`src/rtl/seq_pkg.sv`:
```
// seq_pkg: shared types and defaults for the fetch/exec sequencer.
package seq_pkg;
  localparam int DEF_ADDR_W = 8;
  localparam int DEF_DATA_W = 16;
  localparam logic RW_WRITE = 1'b1;
  typedef enum logic [1:0] {IDLE, FETCH, DECODE, EXEC} state_t;
endpackage

```
`src/rtl/fetch_exec_sequencer_ram.sv`:
```
// simple_sp_ram: single-port RAM with synchronous write and registered read.
module simple_sp_ram #(
  parameter int DEPTH = 256,
  parameter int DATA_W = 16,
  parameter int AW = $clog2(DEPTH)
) (
  input  logic              clk,
  input  logic              we,
  input  logic              re,
  input  logic [AW-1:0]     addr,
  input  logic [DATA_W-1:0] wdata,
  output logic [DATA_W-1:0] rdata
);
  logic [DATA_W-1:0] r_mem [DEPTH];
  logic [DATA_W-1:0] r_rdata;
  always_ff @(posedge clk) begin
    if (we) r_mem[addr] <= wdata;
    if (re) r_rdata <= r_mem[addr];
  end
  assign rdata = r_rdata;
endmodule

```
`src/rtl/fetch_exec_sequencer.sv`:
```
// fetch_exec_sequencer: owns program/data RAM and steps the interpreter through FETCH/DECODE/EXEC.
module fetch_exec_sequencer
  import seq_pkg::*;
#(
  parameter int ADDR_W = DEF_ADDR_W,
  parameter int DATA_W = DEF_DATA_W,
  parameter int DEPTH = 256
) (
  input  logic              clk,
  input  logic              rst_n,
  input  logic              run,
  input  logic [ADDR_W-1:0] PC,
  input  logic [ADDR_W-1:0] addr,
  input  logic              read_write_memory,
  input  logic [DATA_W-1:0] data_out_memory,
  input  logic              prog_we,
  input  logic [ADDR_W-1:0] prog_addr,
  input  logic [DATA_W-1:0] prog_data,
  output logic [DATA_W-1:0] inst,
  output logic              enable,
  output logic [DATA_W-1:0] data_in_memory,
  output logic              busy,
  output logic [15:0]       retired
);
  localparam int AW = $clog2(DEPTH);
  state_t r_state, w_next;
  logic [ADDR_W-1:0] w_sel;
  logic [AW-1:0] w_ram_addr;
  logic w_ram_we, w_ram_re;
  logic [DATA_W-1:0] w_ram_wdata, w_ram_rdata;
  logic [DATA_W-1:0] r_inst, r_din;
  logic [15:0] r_retired;
  // IDLE owns the port for program load; the data port serves DECODE reads and EXEC writes
  always_comb begin
    w_sel = r_state == IDLE ? prog_addr : r_state == FETCH ? PC : addr;
    w_ram_addr = AW'(w_sel % DEPTH);
    w_ram_we = (r_state == IDLE && prog_we) || (r_state == EXEC && read_write_memory == RW_WRITE);
    w_ram_re = r_state == FETCH || r_state == DECODE;
    w_ram_wdata = r_state == IDLE ? prog_data : data_out_memory;
    w_next = r_state == IDLE ? (run ? FETCH : IDLE) :
             r_state == FETCH ? DECODE :
             r_state == DECODE ? EXEC : (run ? FETCH : IDLE);
  end
  always_ff @(posedge clk or negedge rst_n) begin
    if (!rst_n) begin
      r_state <= IDLE;
      r_inst <= '0;
      r_din <= '0;
      r_retired <= '0;
    end else begin
      r_state <= w_next;
      if (r_state == DECODE) r_inst <= w_ram_rdata;
      if (r_state == EXEC) begin
        r_din <= w_ram_rdata;
        r_retired <= r_retired + 16'd1;
      end
    end
  end
  simple_sp_ram #(.DEPTH(DEPTH), .DATA_W(DATA_W)) u_ram (
    .clk(clk),
    .we(w_ram_we),
    .re(w_ram_re),
    .addr(w_ram_addr),
    .wdata(w_ram_wdata),
    .rdata(w_ram_rdata)
  );
  // the DECODE read lands in the RAM output register, so EXEC sees it live and r_din holds it afterwards
  assign data_in_memory = r_state == EXEC ? w_ram_rdata : r_din;
  assign inst = r_inst;
  assign enable = r_state == EXEC;
  assign busy = r_state != IDLE;
  assign retired = r_retired;
endmodule
```
`config.mk`:
```
export PLATFORM = sky130hd
export DESIGN_NAME = fetch_exec_sequencer
export DESIGN_NICKNAME = d
export VERILOG_FILES = /design/src/rtl/seq_pkg.sv /design/src/rtl/fetch_exec_sequencer_ram.sv /design/src/rtl/fetch_exec_sequencer.sv
export SDC_FILE = /design/constraint.sdc
export NUM_CORES = 2
export LEC_CHECK = 0
export ABC_AREA = 0
export CORE_UTILIZATION = 63
export DETAILED_ROUTE_END_ITERATION = 10
export DONT_BUFFER_PORTS = 1
export PLACE_DENSITY_LB_ADDON = 0.1
export SYNTH_ARGS = -nofsm -noshare
export SYNTH_HDL_FRONTEND = slang
export SYNTH_SLANG_ARGS = --single-unit
```
`constraint.sdc`:
```
create_clock -name clk -period 5 [get_ports clk]
set_clock_uncertainty 0.1 [all_clocks]
set_input_delay 0.75 -clock clk [delete_from_list [all_inputs] [get_ports clk]]
set_output_delay 0.75 -clock clk [all_outputs]
set_load 0.05 [all_outputs]
```
**Word-level counts from Yosys, hierarchy flattened**

Memory sizes are Yosys's and may differ from the RTL's. A register that Yosys moved wholly into a read port is not among the register bits.
Cells that the tools add are included.

- Flip-flop bits (word level): 50
- RAM bits: 4096
- Bits of input ports: 61
- Output and inout port bits: 50
- Word-level logic and storage cells: 25
- Memories: 1

Memory list:

| memory | words | bits a word | read ports | clocked after Yosys merged registers in | write ports | line | text |
|---|---|---|---|---|---|---|---|
| u_ram.r_mem | 256 | 16 | 1 | 1 | 1 | fetch_exec_sequencer_ram.sv:14 | `logic [DATA_W-1:0] r_mem [DEPTH];` |

- Add/subtract/negate cells: 1
- Equal/unequal tests: 3
- Muxes and demuxes: 10
- Reduce and logical (&&, ||, !) cells: 6

Operator list:

| operator | count |
|---|---|
| 2-to-1 mux 16 bit | 2 |
| adder 16 x 1 -> 16 bit, second input constant | 1 |
| 2-to-1 mux 8 bit | 2 |
| 2-to-1 mux 2 bit | 3 |
| equality test 2 bit, second input constant | 2 |
| 2-to-1 mux 1 bit | 3 |
| equality test 2 x 1 -> 1 bit, second input constant | 1 |
| logical AND 1 bit | 2 |
| logical NOT 2 bit | 1 |
| logical OR 1 bit | 2 |
| nonzero test 2 bit | 1 |

**Longest topological paths before layout**

- Depth in word-level cells: 5
- Depth in mapped cells: 16
- Gate-level depth less buffers: 12

**By module**

From an unflattened synthesis, not the netlist that was laid out.

- Cell total of the unflattened synthesis: 6912
- Area total of the unflattened synthesis: 157924.0 µm²

Modules (own cells, without submodules):

| module | instances | cells an instance | area each (µm²) | sequential area each (µm²) |
|---|---|---|---|---|
| simple_sp_ram | 1 | 6727 | 155559.2 | 123478.4 |
| fetch_exec_sequencer | 1 | 185 | 2364.8 | 1251.2 |

**Least setup slack after synthesis**

OpenSTA, ideal clock, no wires.

- Kind: reg-to-reg
- Start point: register r_state[0]
- End point: memory u_ram.r_mem[0][10] (data pin)
- Data arrival time: 3.631 ns
- Required time: 4.344 ns
- Setup slack: 0.713 ns
- Stages on the path, launching flop included: 8
- Clock period less this slack: 4.287 ns
- Cell sequence: dfrtp_1 > inv_1 > ha_1 > buf_2 > buf_2 > buf_1 > buf_1 > mux2_2

- Longest elaborated chain between the ends: 2

Ends and longest elaborated chain:

| element | line | text |
|---|---|---|
| start: declaration | fetch_exec_sequencer.sv:26 | `state_t r_state, w_next;` |
| start signal: assignment | fetch_exec_sequencer.sv:51 | `r_state <= w_next;` |
| logical NOT 2 bit | fetch_exec_sequencer.sv:39 | `w_ram_wdata = r_state == IDLE ? prog_data : data_out_memory;` |
| 2-to-1 mux 16 bit | fetch_exec_sequencer.sv:39 |  |
| via u_ram.wdata[10] | fetch_exec_sequencer_ram.sv:11 | `input logic [DATA_W-1:0] wdata,` |
| end: declaration | fetch_exec_sequencer_ram.sv:14 |  |

The timed path passes the listed nets, and every way through them passes these cells.

**Final worst setup path**

- Start point: register r_state[1]
- End point: register u_ram.r_rdata[4] (netlist: u_ram.rdata[4]), read port of u_ram.r_mem (data pin)

- Longest elaborated chain between the ends: 3
- Elaborated cells on any way between the ends: 6
- Classes of those cells: eq/ne: 2; mux: 2; reduce/logical: 2

Ends and longest elaborated chain:

| element | line | text |
|---|---|---|
| equality test 2 x 1 -> 1 bit | fetch_exec_sequencer.sv:35, fetch_exec_sequencer.sv:38 |  |
| 2-to-1 mux 8 bit (2 in a row) | fetch_exec_sequencer.sv:35 | `w_sel = r_state == IDLE ? prog_addr : r_state == FETCH ? PC : addr;` |
| end: declaration | fetch_exec_sequencer_ram.sv:15 | `logic [DATA_W-1:0] r_rdata;` |

Several ways; a longest one is shown, not always the timed one.
A chain may end at the register's enable or synchronous reset.

==> metrics.md <==
| Metric | Value |
|---|---|
| Final WL | 476200 µm |
| Multi-input logic area | 34290 µm² |
| Final nets | 11760 |
| Congestion Overflow GR | 0 |
| Placement Setup Slack | -425.5 ps |
| Met2 GRT Util | 0.5390 |
| Final period util | 1.006 |
| Via count | 106800 |
| H-tree depth | 5 |
| Relative slew slack | 0.09807 |
| Cell Count, Final, Fillers Out | 15410 |
| Fin. max-slew vios | 0 |
| Core area | 256700 µm² |
| Yosys top cell by area | edfxtp_1 |
| Clock Latency Late Sink | 1020 ps |
| M3 GR Usage | 0.08251 |
| Number of synthesized flops with an enable pin | 4112 |
| Worst Path Max Fanout | 36 |
| First-pass GRT wire length | 679500 µm |
| Syn avg cell area | 14.32 µm² |
| Maxcap violations | 0 |
| Register area | 124700 µm² |
| Port-buffer cells | 0 |
| Synth Net Count | 11410 |
| Post-Synthesis Cells | 11350 |
| Initial DRC count | 17640 |
| CTS clk-pin slew, worst paths | 60 ps |
| Io pins | 111 |
| Status | complete, but fails checks |
| Global placement routability congestion | 0.8987 |
| Die width | 509.9 µm |
| Clock Tree Buf Depth | 4 |
| Root Buffer Master | clkbuf_16 |
| Count leader, synth | edfxtp_1 |
| Share of async-settable or async-resettable flops after synthesis | 0.01201 |
| CTS tree | done |
| CTS Buf Count | 421 |
| Commonest cells post-synth | edfxtp_1 (4112), nand2_1 (2092), a21oi_1 (2051), a221oi_1 (543), clkbuf_1 (379) |
| Placed Cells | 14650 |
| DRT antenna net count | 0 |
| DIE AREA | 260000 µm² |
| Initial core utilization | 0.6331 |
| Layout fillers | 16180 |
| Post-synthesis sequential area ratio | 0.7675 |
| Syn. warnings | 0 |
| Crit Path Category | reg -> reg |
| Fraction of layout cells with a size suffix above 1 | 0.1261 |
| Final min period | 5029 ps |
| Synth area leaders | edfxtp_1 (76%), a21oi_1 (6.3%), nand2_1 (4.8%), a221oi_1 (2.9%), a22o_1 (1.7%) |
| Die Y-Extent | 509.9 µm |
| Vias/cell | 6.927 |
| Busiest grt layer | met2 |
| Rows | 186 |
| Distinct cell type count after synthesis | 34 |
| Syn-to-layout area delta | 13.35% |
| Mapped Area | 162500 µm² |
| Fmax | 198.9 MHz |
| Largest net degree at the start of global routing | 136 |
| GRT Util Overall | 0.3610 |
| Length of the first detailed-routing pass in iterations | 9 |
| Worst Path Arrival | 5630 ps |
| TritonCTS Sinks | 4162 |
| Residual DRC | 0 |
| Post-route setup slack | -28.57 ps |
| Crit path capture type | flip-flop |
| Setup violations, final | 2 |
| Per-cell routed wire length | 30.90 µm |
| Pwr Density | 673.0 nW/µm² |
| P_leak | 60.88 nW |
| Yosys top cell area share | 0.7598 |
| Peak supply drop | 0.8969 mV |
| Ys flop type | edfxtp_1 |
| Detail Placement HPWL | 276300 µm |
| Pwr Total | 124.0 mW |
| Grt met1 use | 0.5135 |
| Vias in the first global route | 100100 |
| Count of final hold-check violations | 0 |
| Hold/Removal Path Class | in -> async |
| Setup crit start kind | flip-flop |
| Synth Register Bits | 4162 |
| Slew @ Worst Pin | 1350 ps |
| CP Data Required Time | 5600 ps |
| Antenna violations before repair | 19 |
| Violations in the final reports | negative setup slack |
state kept, by name (all words and copies together), names as in the netlist:
name,cells
r_din,16
r_state,2
u_ram.rdata,16
inst,16
u_ram.r_mem,4096
retired,16
layout make-up:
cell class | instances | area share
Timing Repair Buffer | 817 | 0.04237
Antenna cell | 9 | 0.0001223
Clock buffer | 520 | 0.05983
Clock inverter | 224 | 0.01130
Inverter | 3 | 0.00006113
Multi-Input combinational cell | 6293 | 0.1862
Tap cell | 3384 | 0.02299
Sequential cell | 4162 | 0.6772
placed cells by master (no fill, tap or decap), drive strengths merged:
master / n
a21oi: 2051
a221oi: 544
a22o: 320
a22oi: 321
and3: 3
buf: 815
bufinv: 37
clkbuf: 520
clkinv: 168
clkinvlp: 12
dfrtp: 50
diode: 9
dlygate4sd3: 2
edfxtp: 4112
ha: 5
inv: 10
mux2: 50
mux2i: 7
nand2: 2092
nand2b: 1
nand3: 29
nand4: 5
nor2: 301
nor3: 197
o21a: 9
o21ai: 39
o22a: 16
o22ai: 192
o32ai: 96
xnor2: 12
xor2: 3
path summary, 6_finish.rpt:
path	end	slack, ps	cells after the start	from
max in group asynchronous	inst[12]$_DFFE_PN0P_	4390	2	rst_n
min reg2reg	inst[2]$_DFFE_PN0P_	440	1	u_ram.rdata[2]$_DFFE_PP_
min	retired[15]$_DFFE_PN0P_	190	2	rst_n
max reg2reg	u_ram.rdata[4]$_DFFE_PP_	-30	15	r_state[1]$_DFF_PN0_
min in group clk	u_ram.r_mem[124][0]$_DFFE_PP_	430	1	prog_data[0]
max	u_ram.rdata[4]$_DFFE_PP_	-30	15	r_state[1]$_DFF_PN0_
per-stage QoR:
stage / hold WS (ps) / area (µm²) / utilization / TNS [ps]
global placement: 355.4 / 170800 / 0.6653 / -1368
CTS: 156.9 / 184000 / 0.7168 / -106.1
finish: 187.3 / 184200 / 0.7176 / -38.99
floorplan: 354.4 / 162500 / - / 0
detailed placement: 355.4 / 170800 / 0.6653 / -1413
global route: 205.7 / 184200 / 0.7175 / -35.94
kinds of logic (layout without fill, tap and decap cells):
logic type,after synthesis,in the layout,synth area share
DFF,4162,4162,0.7675
AOI/OAI and AO/OA,3586,3588,0.1396
and+or+nand+nor,2628,2628,0.06264
buffers and inverters,893,1564,0.02514
muxes,57,57,0.003919
xor gates and xnor gates,15,15,0.0008085
adders and majority gates,5,5,0.0003850
other,0,9,0
routing by layer:
metal | wire length [µm] | vias up
met3 | 63930 | 1066
met5 | 124 | -
li1 | - | 44540
met2 | 214500 | 7821
met1 | 175400 | 53310
met4 | 22390 | 18
critical path, stage by stage, from the launching register on:
cell and delay, ps:
dfrtp_1 410, inv_1 110, ha_1 330, mux2i_2 480
o21ai_4 170, buf_12 190, buf_12 160, buf_4 280
buf_4 260, a21oi_1 160, a22oi_1 140, a221oi_1 650
o32ai_1 300, nor2_2 520, o22a_1 300, nand3_1 110
power breakdown:
| part | total (mW) | internal [mW] | switching [mW] |
|---|---|---|---|
| combinational | 51.1 | 15.3 | 35.8 |
| clock | 30.3 | 17.5 | 12.8 |
| sequential | 42.6 | 41.9 | 0.680 |
| total | 124 | 74.6 | 49.3 |
timing repair:
action	4_1_cts	5_1_grt
buffers inserted	0	8
gates resized for setup	13	21
endpoints found under the hold margin	51	0
setup endpoints to repair	8	12
pin swaps	0	4
hold buffers	3	0
gates cloned	0	2
Power figures use the tool's default switching activity.
